File: src/rtl/poc_alu.sv
// 18-bit registered ALU for the execute stage: result c = f(alu_sel, a, b), flags lsb = c[0], neg = c[17].
// Latency: one cycle. Inputs are sampled at a rising edge and the outputs hold until the next update.
// No handshake or backpressure. NOP (opcode 0) holds c and both flags.
//
// Ports:
//   clk      in   1   clock, rising edge
//   rst_n    in   1   synchronous active-low reset; clears c, lsb and neg
//   alu_sel  in   4   opcode
//   a        in   18  operand A
//   b        in   18  operand B
//   c        out  18  registered result
//   lsb      out  1   registered copy of result bit 0
//   neg      out  1   registered copy of result bit 17
module poc_alu (
  input  logic        clk,
  input  logic        rst_n,
  input  logic [3:0]  alu_sel,
  input  logic [17:0] a,
  input  logic [17:0] b,
  output logic [17:0] c,
  output logic        lsb,
  output logic        neg
);

  typedef enum logic [3:0] {
    OP_NOP   = 4'd0,
    OP_ADD   = 4'd1,
    OP_SUB   = 4'd2,
    OP_MUL   = 4'd3,
    OP_AND   = 4'd4,
    OP_OR    = 4'd5,
    OP_XOR   = 4'd6,
    OP_NOT   = 4'd7,
    OP_INC   = 4'd8,
    OP_DEC   = 4'd9,
    OP_SHR   = 4'd10,
    OP_SHL   = 4'd11,
    OP_PASSA = 4'd12,
    OP_PASSB = 4'd13,
    OP_NEG   = 4'd14,
    OP_CLR   = 4'd15
  } op_t;

  op_t         op;
  logic [17:0] r;
  logic        upd;

  assign op = op_t'(alu_sel);

  // All operations are evaluated in 18 bits, so the arithmetic wraps
  // modulo 2^18 and the multiply keeps only the low half of the product.
  always_comb begin
    r   = c;
    upd = 1'b1;
    unique case (op)
      OP_NOP:   begin r = c; upd = 1'b0; end
      OP_ADD:   r = a + b;
      OP_SUB:   r = a - b;
      OP_MUL:   r = a * b;
      OP_AND:   r = a & b;
      OP_OR:    r = a | b;
      OP_XOR:   r = a ^ b;
      OP_NOT:   r = ~a;
      OP_INC:   r = a + 18'd1;
      OP_DEC:   r = a - 18'd1;
      OP_SHR:   r = {1'b0, a[17:1]};
      OP_SHL:   r = {a[16:0], 1'b0};
      OP_PASSA: r = a;
      OP_PASSB: r = b;
      OP_NEG:   r = 18'd0 - a;
      OP_CLR:   r = 18'd0;
      default:  begin r = c; upd = 1'b0; end
    endcase
  end

  always_ff @(posedge clk) begin
    if (!rst_n) begin
      c   <= 18'd0;
      lsb <= 1'b0;
      neg <= 1'b0;
    end else if (upd) begin
      c   <= r;
      lsb <= r[0];
      neg <= r[17];
    end
  end

endmodule

File: config.mk
export PLATFORM = sky130hd
export DESIGN_NAME = poc_alu
export DESIGN_NICKNAME = d
export VERILOG_FILES = /design/src/rtl/poc_alu.sv
export SDC_FILE = /design/constraint.sdc
export NUM_CORES = 1
export LEC_CHECK = 0
export CAP_MARGIN = 20
export CORE_MARGIN = 1
export CORE_UTILIZATION = 32
export DETAILED_ROUTE_END_ITERATION = 6
export DONT_BUFFER_PORTS = 1
export PLACE_DENSITY = 0.44
export REMOVE_ABC_BUFFERS = 1
export SLEW_MARGIN = 25
export SYNTH_ARGS = -nofsm -noshare
export SYNTH_HDL_FRONTEND = slang
export SYNTH_SLANG_ARGS = --single-unit
File: constraint.sdc
create_clock -name clk -period 10.4 [get_ports clk]
set_input_delay 1.04 -clock clk [delete_from_list [all_inputs] [get_ports clk]]
set_output_delay 1.04 -clock clk [all_outputs]
set_load 0.01 [all_outputs]
== After elaboration in Yosys (flattened, before gate mapping) ==
Cells that the tools add are included.
Cells by class
  equality and inequality tests: 15
  $add $sub $neg: 5
  muxes and demuxes: 1
  reduce and logical (&&, ||, !) cells: 1
  bitwise operators: 4
  $mul: 1
Operators by type and width (number)
  $pmux W18 S15: 1
  $eq A4 B4 Y1 const B: 8
  $add A18 B1 Y18 const B: 1
  $add A18 B18 Y18: 1
  $and A18 B18 Y18: 1
  $mul A18 B18 Y18: 1
  $not A18 Y18: 1
  $or A18 B18 Y18: 1
  $sub A1 B18 Y18 const A: 1
  $sub A18 B1 Y18 const B: 1
  $sub A18 B18 Y18: 1
  $xor A18 B18 Y18: 1
  $eq A4 B3 Y1 const B: 4
  $eq A4 B2 Y1 const B: 2
  $eq A4 B1 Y1 const B: 1
  $logic_not A4 Y1: 1
Storage, ports and cells
  output and inout bits: 20
  flip-flop bits (word level): 20
  logic and storage cells: 30

== Depth between registers and ports, before layout ==
Gate-level depths: netlist of run 1.
  depth after elaboration: 2
  mapped depth: 23

== Worst setup path before layout of run 1 ==
Ideal clock, no wire load.
  path kind: input to register
  from: in b[5]
  to: reg c[16]
  arrival: 6.283 ns
  path slack: 3.992 ns
  required time: 10.276 ns
  library setup time: 0.124 ns
  stages on the path: 21
  cells stage by stage: clkbuf_1 inv_1 clkbuf_1 nor2_1 fa_1 inv_1 fa_1 fa_1 fa_1 inv_1 fa_1 inv_1 fa_1 inv_1 ha_1 and3_1 a211oi_1 a21oi_1 xor2_1 a221oi_1 a21oi_1
On the way
  longest elaborated chain between the ends: 2
  elaborated cells between the ends (all ways): 4
RTL lines
  from (decl): line 19  | input logic [17:0] b,
  $mul A18 B18 Y18 (tied with other cells): line 59  | OP_MUL: r = a * b;
  $pmux W18 S15 (*): line 55  | unique case (op)
  to (signal assigned): line 82  | c <= r;
  to (decl): line 20  | output logic [17:0] c,
Mark *: on every way between the ends. The rest lies on a longest branch, timed or not.
A chain may end at the register's enable or synchronous reset.

== Worst setup path in the final report of run 1 ==
Same ends and word-level chain as after synthesis.

==> run metrics, run 1 <==
area added between synthesis and finish 3.16%; remaining design rule violation count 0; overall die width about 170 µm; setup repair after global routing missed its margin no; Area contributors post-synth sky130_fd_sc_hd__fa_1 (23%), sky130_fd_sc_hd__ha_1 (14%), sky130_fd_sc_hd__inv_1 (8.3%); master cell of the clock root buffer sky130_fd_sc_hd__clkbuf_16; number of flops mapped to enable cells by yosys 0; distinct cell type count after synthesis 74; Compound-Gate Fraction of Synth Area just under 20%; number of endpoints with negative hold slack in the final report 0; TNS Setup 0 ns; Startpoint Class input pin; total inserted antenna cells 0; Max Clock Freq 0.157 GHz; number of post-CTS setup repair buffers 0; status completed; CTS tree done; starting DRC count in detailed routing 880; warnings from Yosys 0; cts repair resizes 0; WL/cell roughly 23 µm; PwrDens between 200 and 250 nW/µm²; max-slew violation count 0; Net count, final approximately 1,500; gr ovfl total 0; sequential fraction of the synthesis area around 3.8%; worst-margin pin slew 0.850 ns; worst endpoint data arrival time ~6.5 ns; xor and xnor fraction of the mapped netlist area ~7.8%; primary flip-flop cell chosen by synthesis mapping sky130_fd_sc_hd__dfxtp_1; registers with the most flip-flops c x18; post-detailed-route count of antenna-violating nets 0; routability-driven placement congestion ratio 0.886; worst reg2reg path depth 3; H-tree depth 1; area of the mapped netlist around 9500 µm²; final count of negative-setup-slack endpoints 0; core region area 28,900 µm²; routed vias 8,915; Die Footprint about 30,000 µm²; number of top-level pins 62; required time reported for the critical path endpoint around 11 ns; Die H approximately 170 µm; Maximum Capacitance Violations 0; register with the most flip-flops c; via count of the first global-routing pass about 9,100; dominant combinational cell family by area after synthesis adder cells; Async SR Flop Fraction 0%; std cell rows 62; cell leakage power 4.47 nW; worst ir drop on vdd around 0.13 mV; Hold Crit Class register to register; largest clock skew in the final design 0 ns; share of the clock period used by the worst path between 60% and 70%; commonest cells after routing, fill and taps aside sky130_fd_sc_hd__inv_1 (210), sky130_fd_sc_hd__nor2_1 (165), sky130_fd_sc_hd__nand2_1 (124), sky130_fd_sc_hd__fa_1 (110), sky130_fd_sc_hd__ha_1 (108); proportion of synthesized area in mux cells 0.106%; Mean Syn Cell Area between 7 and 8 µm²; Port Buffers 0; most common cell after layout, fill and taps aside sky130_fd_sc_hd__inv_1; number of buffers between clock root and the deepest sink 2; half-perimeter wire length after detailed placement a little under 30,000 µm; #FFs+latches synth 18; all-layer global routing usage about a quarter; post-route minimum period 6.37 ns; via density per instance 5.56; Critical Path End Type register; Min Hold Slack a little over 0.5 ns; Crit Path Category input pin to register; worst-path maximum fanout 15; antenna violations before repair 0; max FFs per register 18; total routed wirelength around 38,000 µm; top cell type's share of synthesized area between 20 and 25%; number of buffers inserted for hold repair after clock tree synthesis 0; Max-Slew Margin vs Limit 43.2%; Hold Crit Depth 2; number of search-and-repair iterations in the first detailed-routing pass 6; pin count of the biggest net entering global routing 53; most area-hungry cell type in the Yosys netlist sky130_fd_sc_hd__fa_1; wire length of the first global-routing pass 58,000 µm; clock latency on the worst-skew pair around 0.25 ns; Clock transition at path regs about 0.06 ns; total CTS buffers 3; Sink Count 18; cell count after synthesis 1,278; share of post-route cells with drive strength above 1 about 3.4%; fraction of the mapped netlist area in adder cells between 30% and 40%; starting density of the core between 30% and 40%; simple-gate portion of the synthesized area between 10% and 20%
[final timing paths]
kind	from	slack, ns	end
max	b[5]	4.03	c[16]
min	c[5]	0.51	c[5]
max reg2reg	c[17]	9.30	c[17]
min reg2reg	c[5]	0.51	c[5]
[cell usage after synthesis, drive strengths merged, types with 4 or more instances]
master / n
xor2: 14
nand2b: 11
dfxtp: 18
nor3: 18
buf: 30
and3: 6
nand3: 26
a21boi: 6
nor2: 166
fa: 110
o21ai: 44
a21o: 8
o31ai: 13
ha: 108
or3: 4
a22oi: 14
a2bb2oi: 7
o211ai: 16
clkinv: 6
a221oi: 24
a21oi: 68
o221ai: 11
nor2b: 4
or4: 5
inv: 216
a211oi: 10
nand4: 9
a31oi: 19
clkbuf: 45
o2111ai: 4
o22ai: 4
xnor2: 64
nand2: 126
nor4: 6
[where the power goes]
part | leakage [nW] | total, W | internal [W] | switching [W]
Sequential | 0.149 | 0.0000998 | 0.0000819 | 0.0000179
Combinational | 4.29 | 0.00187 | 0.000749 | 0.00112
Clock | 0.0370 | 0.0000786 | 0.0000507 | 0.0000280
[critical path: stages]
cell and delay [ns]:
sky130_fd_sc_hd__inv_1 0.49, sky130_fd_sc_hd__nor2_1 0.12, sky130_fd_sc_hd__fa_1 0.50, sky130_fd_sc_hd__inv_1 0.05, sky130_fd_sc_hd__fa_1 0.56, sky130_fd_sc_hd__fa_1 0.45
sky130_fd_sc_hd__fa_1 0.54, sky130_fd_sc_hd__inv_1 0.05, sky130_fd_sc_hd__fa_1 0.47, sky130_fd_sc_hd__inv_1 0.05, sky130_fd_sc_hd__fa_1 0.48, sky130_fd_sc_hd__inv_1 0.07
sky130_fd_sc_hd__ha_1 0.36, sky130_fd_sc_hd__and3_1 0.18, sky130_fd_sc_hd__a211oi_1 0.36, sky130_fd_sc_hd__a21oi_1 0.15, sky130_fd_sc_hd__xor2_1 0.18, sky130_fd_sc_hd__a221oi_1 0.31
sky130_fd_sc_hd__a21oi_1 0.10
[cells by family (layout without fill, tap and decap cells)]
group / count (synthesis) / after routing
compound gates: 276 / 276
xor+xnor: 80 / 80
fa+ha+maj: 218 / 218
buf+inv: 297 / 237
flops: 18 / 18
mux: 1 / 1
simple gates: 388 / 388
[per-stage QoR]
step	cells	worst slack (ns)	area, µm²	total power (W)	util [%]
finish	1602	4.03	9780	0.00205	33.8
global route	1602	3.72	9780	0.00229	33.8
CTS	1602	4.03	9780	0.00207	33.8
detailed placement	1599	3.77	9700	0.00198	33.5
global placement	1599	3.89	9700	0.00196	33.5
floorplan	1203	4.33	9120	0.00139	-
[layer usage]
layer | part of all wire (%) | vias up | GRT usage (%)
met2 | 45 | 346 | 40.3
met5 | 0 | - | 0
met4 | 2.8 | 0 | 6.54
met1 | 46 | 4391 | 35.6
li1 | - | 4123 | -
met3 | 6.4 | 55 | 3.17
[final cells by class]
cell class	count	area, µm²
clock buffer	3	75.1
multi-input combinational	963	7940
fill	3189	19200
timing repair buffer	12	90.1
inverter	222	833
sequential	18	360
tap	384	480
(Power assumes the default switching activity.)
==> run 2: changes to the inputs <==
Settings changed: ABC_AREA set to 1.
Clock period 10.4 ns to 6.6 ns, I/O delays scaled along.
==> run metrics, run 2 <==
Hold Crit Class input pin to register; number of search-and-repair iterations in the first detailed-routing pass 7 (+1); count leader, synth sky130_fd_sc_hd__inv_1; largest clock skew in the final design 0 ns (unchanged); half-perimeter wire length after detailed placement 26,600 µm (-8.3%); max-slew violation count 0 (unchanged); cell leakage power 5.87 nW (+31%); Port Buffers 0 (unchanged); core region area 29,700 µm² (+2.7%); share of post-route cells with drive strength above 1 2.94% (-0.51 points); via count of the first global-routing pass 9,234 (+1.0%); share of the clock period used by the worst path 83.6%; master cell of the clock root buffer sky130_fd_sc_hd__clkbuf_16; commonest cells after routing, fill and taps aside sky130_fd_sc_hd__inv_1 (396), sky130_fd_sc_hd__nand2_1 (377), sky130_fd_sc_hd__fa_1 (110), sky130_fd_sc_hd__ha_1 (108), sky130_fd_sc_hd__o21ai_0 (76); final count of negative-setup-slack endpoints 0 (unchanged); routed vias 9,178 (+3.0%); total inserted antenna cells 0 (unchanged); Die Footprint 31,100 µm² (+2.5%); antenna violations before repair 0 (unchanged); pin count of the biggest net entering global routing 32 (-40%); gr ovfl total 0 (unchanged); WL/cell 18.4 µm (-21%); number of buffers between clock root and the deepest sink 2 (unchanged); Max-Slew Margin vs Limit 37.5% (-5.7 points); TNS Setup 0 ns (unchanged); number of buffers inserted for hold repair after clock tree synthesis 0 (unchanged); Clock transition at path regs 0.06 ns (about the same); cell count after synthesis 1,516 (+19%); Max Clock Freq around 0.18 GHz; CTS tree done; overall die width 176 µm (+1.2%); total routed wirelength 34,100 µm (-9.1%); area added between synthesis and finish 2.96%; number of top-level pins 62 (unchanged); Sink Count 18 (unchanged); post-detailed-route count of antenna-violating nets 0 (unchanged); std cell rows 63 (+1.6%); total power of the final layout 0.00272 W (+33%); number of flops mapped to enable cells by yosys 0 (unchanged); number of endpoints with negative hold slack in the final report 0 (unchanged); status completed; distinct cell type count after synthesis 53 (-28%); most common cell after layout, fill and taps aside sky130_fd_sc_hd__inv_1; total CTS buffers 3 (unchanged); setup repair after global routing missed its margin no; wire length of the first global-routing pass 53,600 µm (-7.5%); Critical Path End Type register; Area contributors post-synth sky130_fd_sc_hd__fa_1 (23%), sky130_fd_sc_hd__inv_1 (15%), sky130_fd_sc_hd__nand2_1 (15%); routability-driven placement congestion ratio 0.907 (+2.3%); number of post-CTS setup repair buffers 0 (unchanged); most area-hungry cell type in the Yosys netlist sky130_fd_sc_hd__fa_1; via density per instance 4.95 (-11%); all-layer global routing usage 22.7% (-2.5 points); Mean Syn Cell Area 6.41 µm² (-14%); remaining design rule violation count 0 (unchanged); clock latency on the worst-skew pair 0.26 ns (about the same); Crit Path Category input pin to register; worst ir drop on vdd 0.218 mV (+71%); fill cell count 3,306 (+3.7%); post-route minimum period 5.52 ns; worst-margin pin slew 0.932 ns (+0.0813 ns); Startpoint Class input pin; max FFs per register 18 (unchanged); starting DRC count in detailed routing 632 (-28%); worst-path maximum fanout 15 (unchanged); cts repair resizes 0 (unchanged); H-tree depth 1 (unchanged); area of the mapped netlist 9710 µm² (+2.5%); primary flip-flop cell chosen by synthesis mapping sky130_fd_sc_hd__dfxtp_1; registers with the most flip-flops c x18; register with the most flip-flops c; Die H 176 µm (+1.2%); Net count, final 1,725 (+17%); top cells by count, synth sky130_fd_sc_hd__inv_1 (397), sky130_fd_sc_hd__nand2_1 (377), sky130_fd_sc_hd__fa_1 (110), sky130_fd_sc_hd__ha_1 (108), sky130_fd_sc_hd__o21ai_0 (76); #FFs+latches synth 18 (unchanged); warnings from Yosys 0 (unchanged); starting density of the core 32.7% (-0.066 points); Async SR Flop Fraction 0% (unchanged); top cell type's share of synthesized area 22.7% (-0.57 points); Maximum Capacitance Violations 0 (unchanged); worst endpoint data arrival time 5.68 ns (-0.82 ns); sequential fraction of the synthesis area 3.71% (-0.093 points); required time reported for the critical path endpoint 6.76 ns (-3.77 ns); PwrDens 272 nW/µm² (+30%)
## run 2: cell count changes after synthesis, moves of 19 or more
cell                      change
sky130_fd_sc_hd__nand2_1    +253
sky130_fd_sc_hd__inv_1      +187
sky130_fd_sc_hd__nor2_1      -91
sky130_fd_sc_hd__xnor2_1     -60
sky130_fd_sc_hd__nand3_1     +46
sky130_fd_sc_hd__o21ai_0     +33
sky130_fd_sc_hd__o22ai_1     +19
## run 2: critical path: stages
cell	delay, ns
sky130_fd_sc_hd__ha_1	0.17
sky130_fd_sc_hd__inv_1	0.16
sky130_fd_sc_hd__fa_1	0.46
sky130_fd_sc_hd__fa_1	0.48
sky130_fd_sc_hd__inv_1	0.05
sky130_fd_sc_hd__fa_1	0.49
sky130_fd_sc_hd__fa_1	0.53
sky130_fd_sc_hd__fa_1	0.50
sky130_fd_sc_hd__inv_1	0.05
sky130_fd_sc_hd__fa_1	0.48
sky130_fd_sc_hd__inv_1	0.04
sky130_fd_sc_hd__ha_1	0.31
sky130_fd_sc_hd__a21oi_1	0.15
sky130_fd_sc_hd__o21a_1	0.13
sky130_fd_sc_hd__nand3_1	0.11
sky130_fd_sc_hd__nand2_1	0.08
sky130_fd_sc_hd__nand2_1	0.05
sky130_fd_sc_hd__a21oi_1	0.37
sky130_fd_sc_hd__nand3_1	0.12
sky130_fd_sc_hd__nand3_1	0.10
sky130_fd_sc_hd__nand3_1	0.08
sky130_fd_sc_hd__nand2_1	0.06
sky130_fd_sc_hd__inv_1	0.03
## run 2: path summary, 6_finish.rpt
| check | start | to | cells after the start | slack, ns |
|---|---|---|---|---|
| max | a[7] | c[17] | 23 | 1.08 |
| min | rst_n | c[8] | 2 | 0.53 |
| max reg2reg | c[0] | c[0] | 3 | 5.74 |
| min reg2reg | c[12] | c[12] | 2 | 0.58 |
## run 2: cells by family (layout without fill, tap and decap cells)
group	count (synthesis)	after routing	share of synthesized area, %
xor gates and xnor gates	22	22	1.98
AOI/OAI and AO/OA	218	218	13.4
and+or+nand+nor	576	576	25.5
adders and majority gates	218	218	36.6
DFF	18	18	3.71
buffers and inverters	464	411	18.9
## run 2: per-layer routing
metal  up-vias  global-route usage [%]  part of all wire, %
met5         -                       0                    0
met4         0                    5.07                  2.2
met3        34                    2.97                  6.6
met2       281                    36.7                   44
met1      4326                    31.9                   47
li1       4537                       -                    -
## run 2: power breakdown
| group | total (W) | leakage [nW] | switching [W] | internal [W] |
|---|---|---|---|---|
| combinational | 0.00244 | 5.68 | 0.00151 | 0.000924 |
| clock | 0.000128 | 0.0370 | 0.0000481 | 0.0000802 |
| sequential | 0.000152 | 0.150 | 0.0000235 | 0.000128 |
## run 2: metrics by stage
| step | cells | utilization, % | instance area, µm² | hold WS [ns] | setup slack, ns |
|---|---|---|---|---|---|
| 2_1_floorplan | 1455 | - | 9400 | 0.534 | 1.32 |
| 3_3_place_gp | 1850 | 33.4 | 9930 | 0.563 | 0.816 |
| 3_5_place_dp | 1850 | 33.4 | 9930 | 0.569 | 0.782 |
| 4_1_cts | 1853 | 33.7 | 10000 | 0.529 | 1.06 |
| 5_1_grt | 1853 | 33.7 | 10000 | 0.539 | 0.688 |
| 6_report | 1853 | 33.7 | 10000 | 0.534 | 1.08 |
## run 2: cell type report
class                   instances  area (µm²)  share of cell area (%)
multi-input cells            1034        7520                    75.2
inverters                     403        1520                    15.2
flip-flops and latches         18         360                    3.60
clock buffers                   3        75.1                   0.751
repair buffers                  5        37.5                   0.375
well taps                     390         488                    4.88
==> run 3: changes to the inputs <==
Clock period 6.6 ns to 5.75 ns, I/O delays scaled along.
==> run metrics, run 3 (same netlist as run 2, synthesis figures left out) <==
power spent charging and discharging nets 0.00184 W (+16%); Crit Path Category input pin to register; Min Hold Slack 0.441 ns (-0.0931 ns); number of endpoints with negative hold slack in the final report 0 (unchanged); overall die width 176 µm (unchanged); max-slew violation count 0 (unchanged); area added between synthesis and finish 3.18%; half-perimeter wire length after detailed placement 26,400 µm (-0.76%); largest clock skew in the final design 0 ns (unchanged); via density per instance 4.98 (+0.47%); Maximum Capacitance Violations 0 (unchanged); Hold Crit Class input pin to register; fill cell count 3,348 (+1.3%); portion of total power attributed to sequential cells 5.5% (about the same); number of top-level pins 62 (unchanged); number of buffers inserted for hold repair after clock tree synthesis 0 (unchanged); cts repair resizes 0 (unchanged); cell leakage power 5.88 nW (+0.20%); registers with the most flip-flops c x18; total CTS buffers 3 (unchanged); routed vias 9,231 (+0.58%); Max Clock Freq between 0.15 and 0.2 GHz; total area of sequential cells 360 µm² (unchanged); Die H 176 µm (unchanged); number of search-and-repair iterations in the first detailed-routing pass 5 (-2); TNS Setup 0 ns (unchanged); CTS tree done; worst-margin pin slew 0.975 ns (+0.0428 ns); starting density of the core 32.7% (unchanged); routability-driven placement congestion ratio 0.909 (+0.21%); total routed wirelength 33,900 µm (-0.67%); worst-path maximum fanout 20 (+5); post-route minimum period around 5.3 ns; Sink Count 18 (unchanged); std cell rows 63 (unchanged); clock latency on the worst-skew pair 0.25 ns (about the same); total inserted antenna cells 0 (unchanged); max FFs per register 18 (unchanged); number of post-CTS setup repair buffers 0 (unchanged); Port Buffers 0 (unchanged); share of total power in combinational logic 89.3% (-0.4 points); Clock transition at path regs 0.07 ns (about the same); antenna violations before repair 0 (unchanged); Startpoint Class input pin; required time reported for the critical path endpoint 5.92 ns (-0.84 ns); post-detailed-route count of antenna-violating nets 0 (unchanged); all-layer global routing usage 22.8% (+0.12 points); H-tree depth 1 (unchanged); gr ovfl total 0 (unchanged); WL/cell 18.3 µm (-0.78%); status completed; share of post-route cells with drive strength above 1 3.07% (+0.13 points); cell-internal power 0.00134 W (+18%); share of the clock period used by the worst path approximately 92%; PwrDens 317 nW/µm² (+17%); most common cell after layout, fill and taps aside sky130_fd_sc_hd__inv_1; core region area 29,700 µm² (unchanged); wire length of the first global-routing pass 54,300 µm (+1.3%); Critical Path End Type register; Max-Slew Margin vs Limit 35.0% (-2.5 points); area of the multi-input gates 7520 µm² (unchanged); setup repair after global routing missed its margin no; pin count of the biggest net entering global routing 32 (unchanged); Net count, final 1,726 (+0.058%); final count of negative-setup-slack endpoints 0 (unchanged); clock group share of total power 5.2% (+0.5 points); remaining design rule violation count 0 (unchanged); Switching Share 57.8% (-0.47 points); register with the most flip-flops c; commonest cells after routing, fill and taps aside sky130_fd_sc_hd__inv_1 (397), sky130_fd_sc_hd__nand2_1 (377), sky130_fd_sc_hd__fa_1 (110), sky130_fd_sc_hd__ha_1 (108), sky130_fd_sc_hd__o21ai_0 (76); master cell of the clock root buffer sky130_fd_sc_hd__clkbuf_16; via count of the first global-routing pass 9,373 (+1.5%); worst endpoint data arrival time 5.47 ns (-0.21 ns); number of buffers between clock root and the deepest sink 2 (unchanged); starting DRC count in detailed routing 698 (+10%); worst ir drop on vdd 0.284 mV (+30%); Die Footprint 31,100 µm² (unchanged)
run 3: final cells by class:
class / instances / area share [%]
multi-input combinational: 1034 / 75.0
inverter: 403 / 15.2
clock buffer: 4 / 0.886
timing repair buffer: 6 / 0.449
sequential: 18 / 3.60
tap: 390 / 4.87
run 3: critical path, stage by stage:
cell                      delay (ns)
sky130_fd_sc_hd__ha_1           0.24
sky130_fd_sc_hd__fa_1           0.54
sky130_fd_sc_hd__inv_1          0.05
sky130_fd_sc_hd__fa_1           0.39
sky130_fd_sc_hd__fa_1           0.51
sky130_fd_sc_hd__fa_1           0.54
sky130_fd_sc_hd__inv_1          0.05
sky130_fd_sc_hd__fa_1           0.48
sky130_fd_sc_hd__inv_1          0.05
sky130_fd_sc_hd__fa_1           0.48
sky130_fd_sc_hd__inv_1          0.04
sky130_fd_sc_hd__ha_1           0.28
sky130_fd_sc_hd__nand2_1        0.10
sky130_fd_sc_hd__nor3_1         0.06
sky130_fd_sc_hd__nand3_1        0.07
sky130_fd_sc_hd__nand3_1        0.12
sky130_fd_sc_hd__nand2_1        0.08
sky130_fd_sc_hd__nand2_1        0.05
sky130_fd_sc_hd__a21oi_1        0.36
sky130_fd_sc_hd__nand3_1        0.13
sky130_fd_sc_hd__nand3_1        0.10
sky130_fd_sc_hd__nand3_1        0.08
sky130_fd_sc_hd__nand2_1        0.06
sky130_fd_sc_hd__inv_1          0.03
run 3: per-layer routing:
metal	wire length [µm]	part of all wire (%)	track usage, %	vias up
li1	-	-	-	4535
met1	16100	47	31.9	4408
met2	15000	44	36.8	255
met3	2070	6.1	3.12	33
met4	712	2.1	5.36	0
met5	0	0	0	-
run 3: path summary, 6_finish.rpt:
kind         start  endpoint  slack, ns  depth (start not counted)
max reg2reg   c[0]      c[0]       4.87                          3
min reg2reg   c[5]      c[5]       0.58                          2
min          rst_n      c[8]       0.44                          2
max           a[6]     c[17]       0.45                         24
run 3: through the flow:
stage | total power (W) | util (%) | worst slack [ns] | cell area [µm²] | instances
2_1_floorplan | 0.00227 | - | 0.552 | 9400 | 1455
3_3_place_gp | 0.00302 | 33.4 | 0.165 | 9930 | 1851
3_5_place_dp | 0.00302 | 33.4 | 0.145 | 9930 | 1851
4_1_cts | 0.00320 | 33.7 | 0.425 | 10000 | 1855
5_1_grt | 0.00370 | 33.7 | 0.117 | 10000 | 1855
6_report | 0.00318 | 33.7 | 0.453 | 10000 | 1855
run 3: power by group through the flow:
| stage | clock (W) | sequential (W) | combinational, W |
|---|---|---|---|
| floorplan | 0 | 0.000171 | 0.00210 |
| global placement | 0 | 0.000177 | 0.00284 |
| finish | 0.000166 | 0.000174 | 0.00284 |
| detailed placement | 0 | 0.000177 | 0.00284 |
| global route | 0.000174 | 0.000177 | 0.00335 |
| CTS | 0.000169 | 0.000175 | 0.00286 |
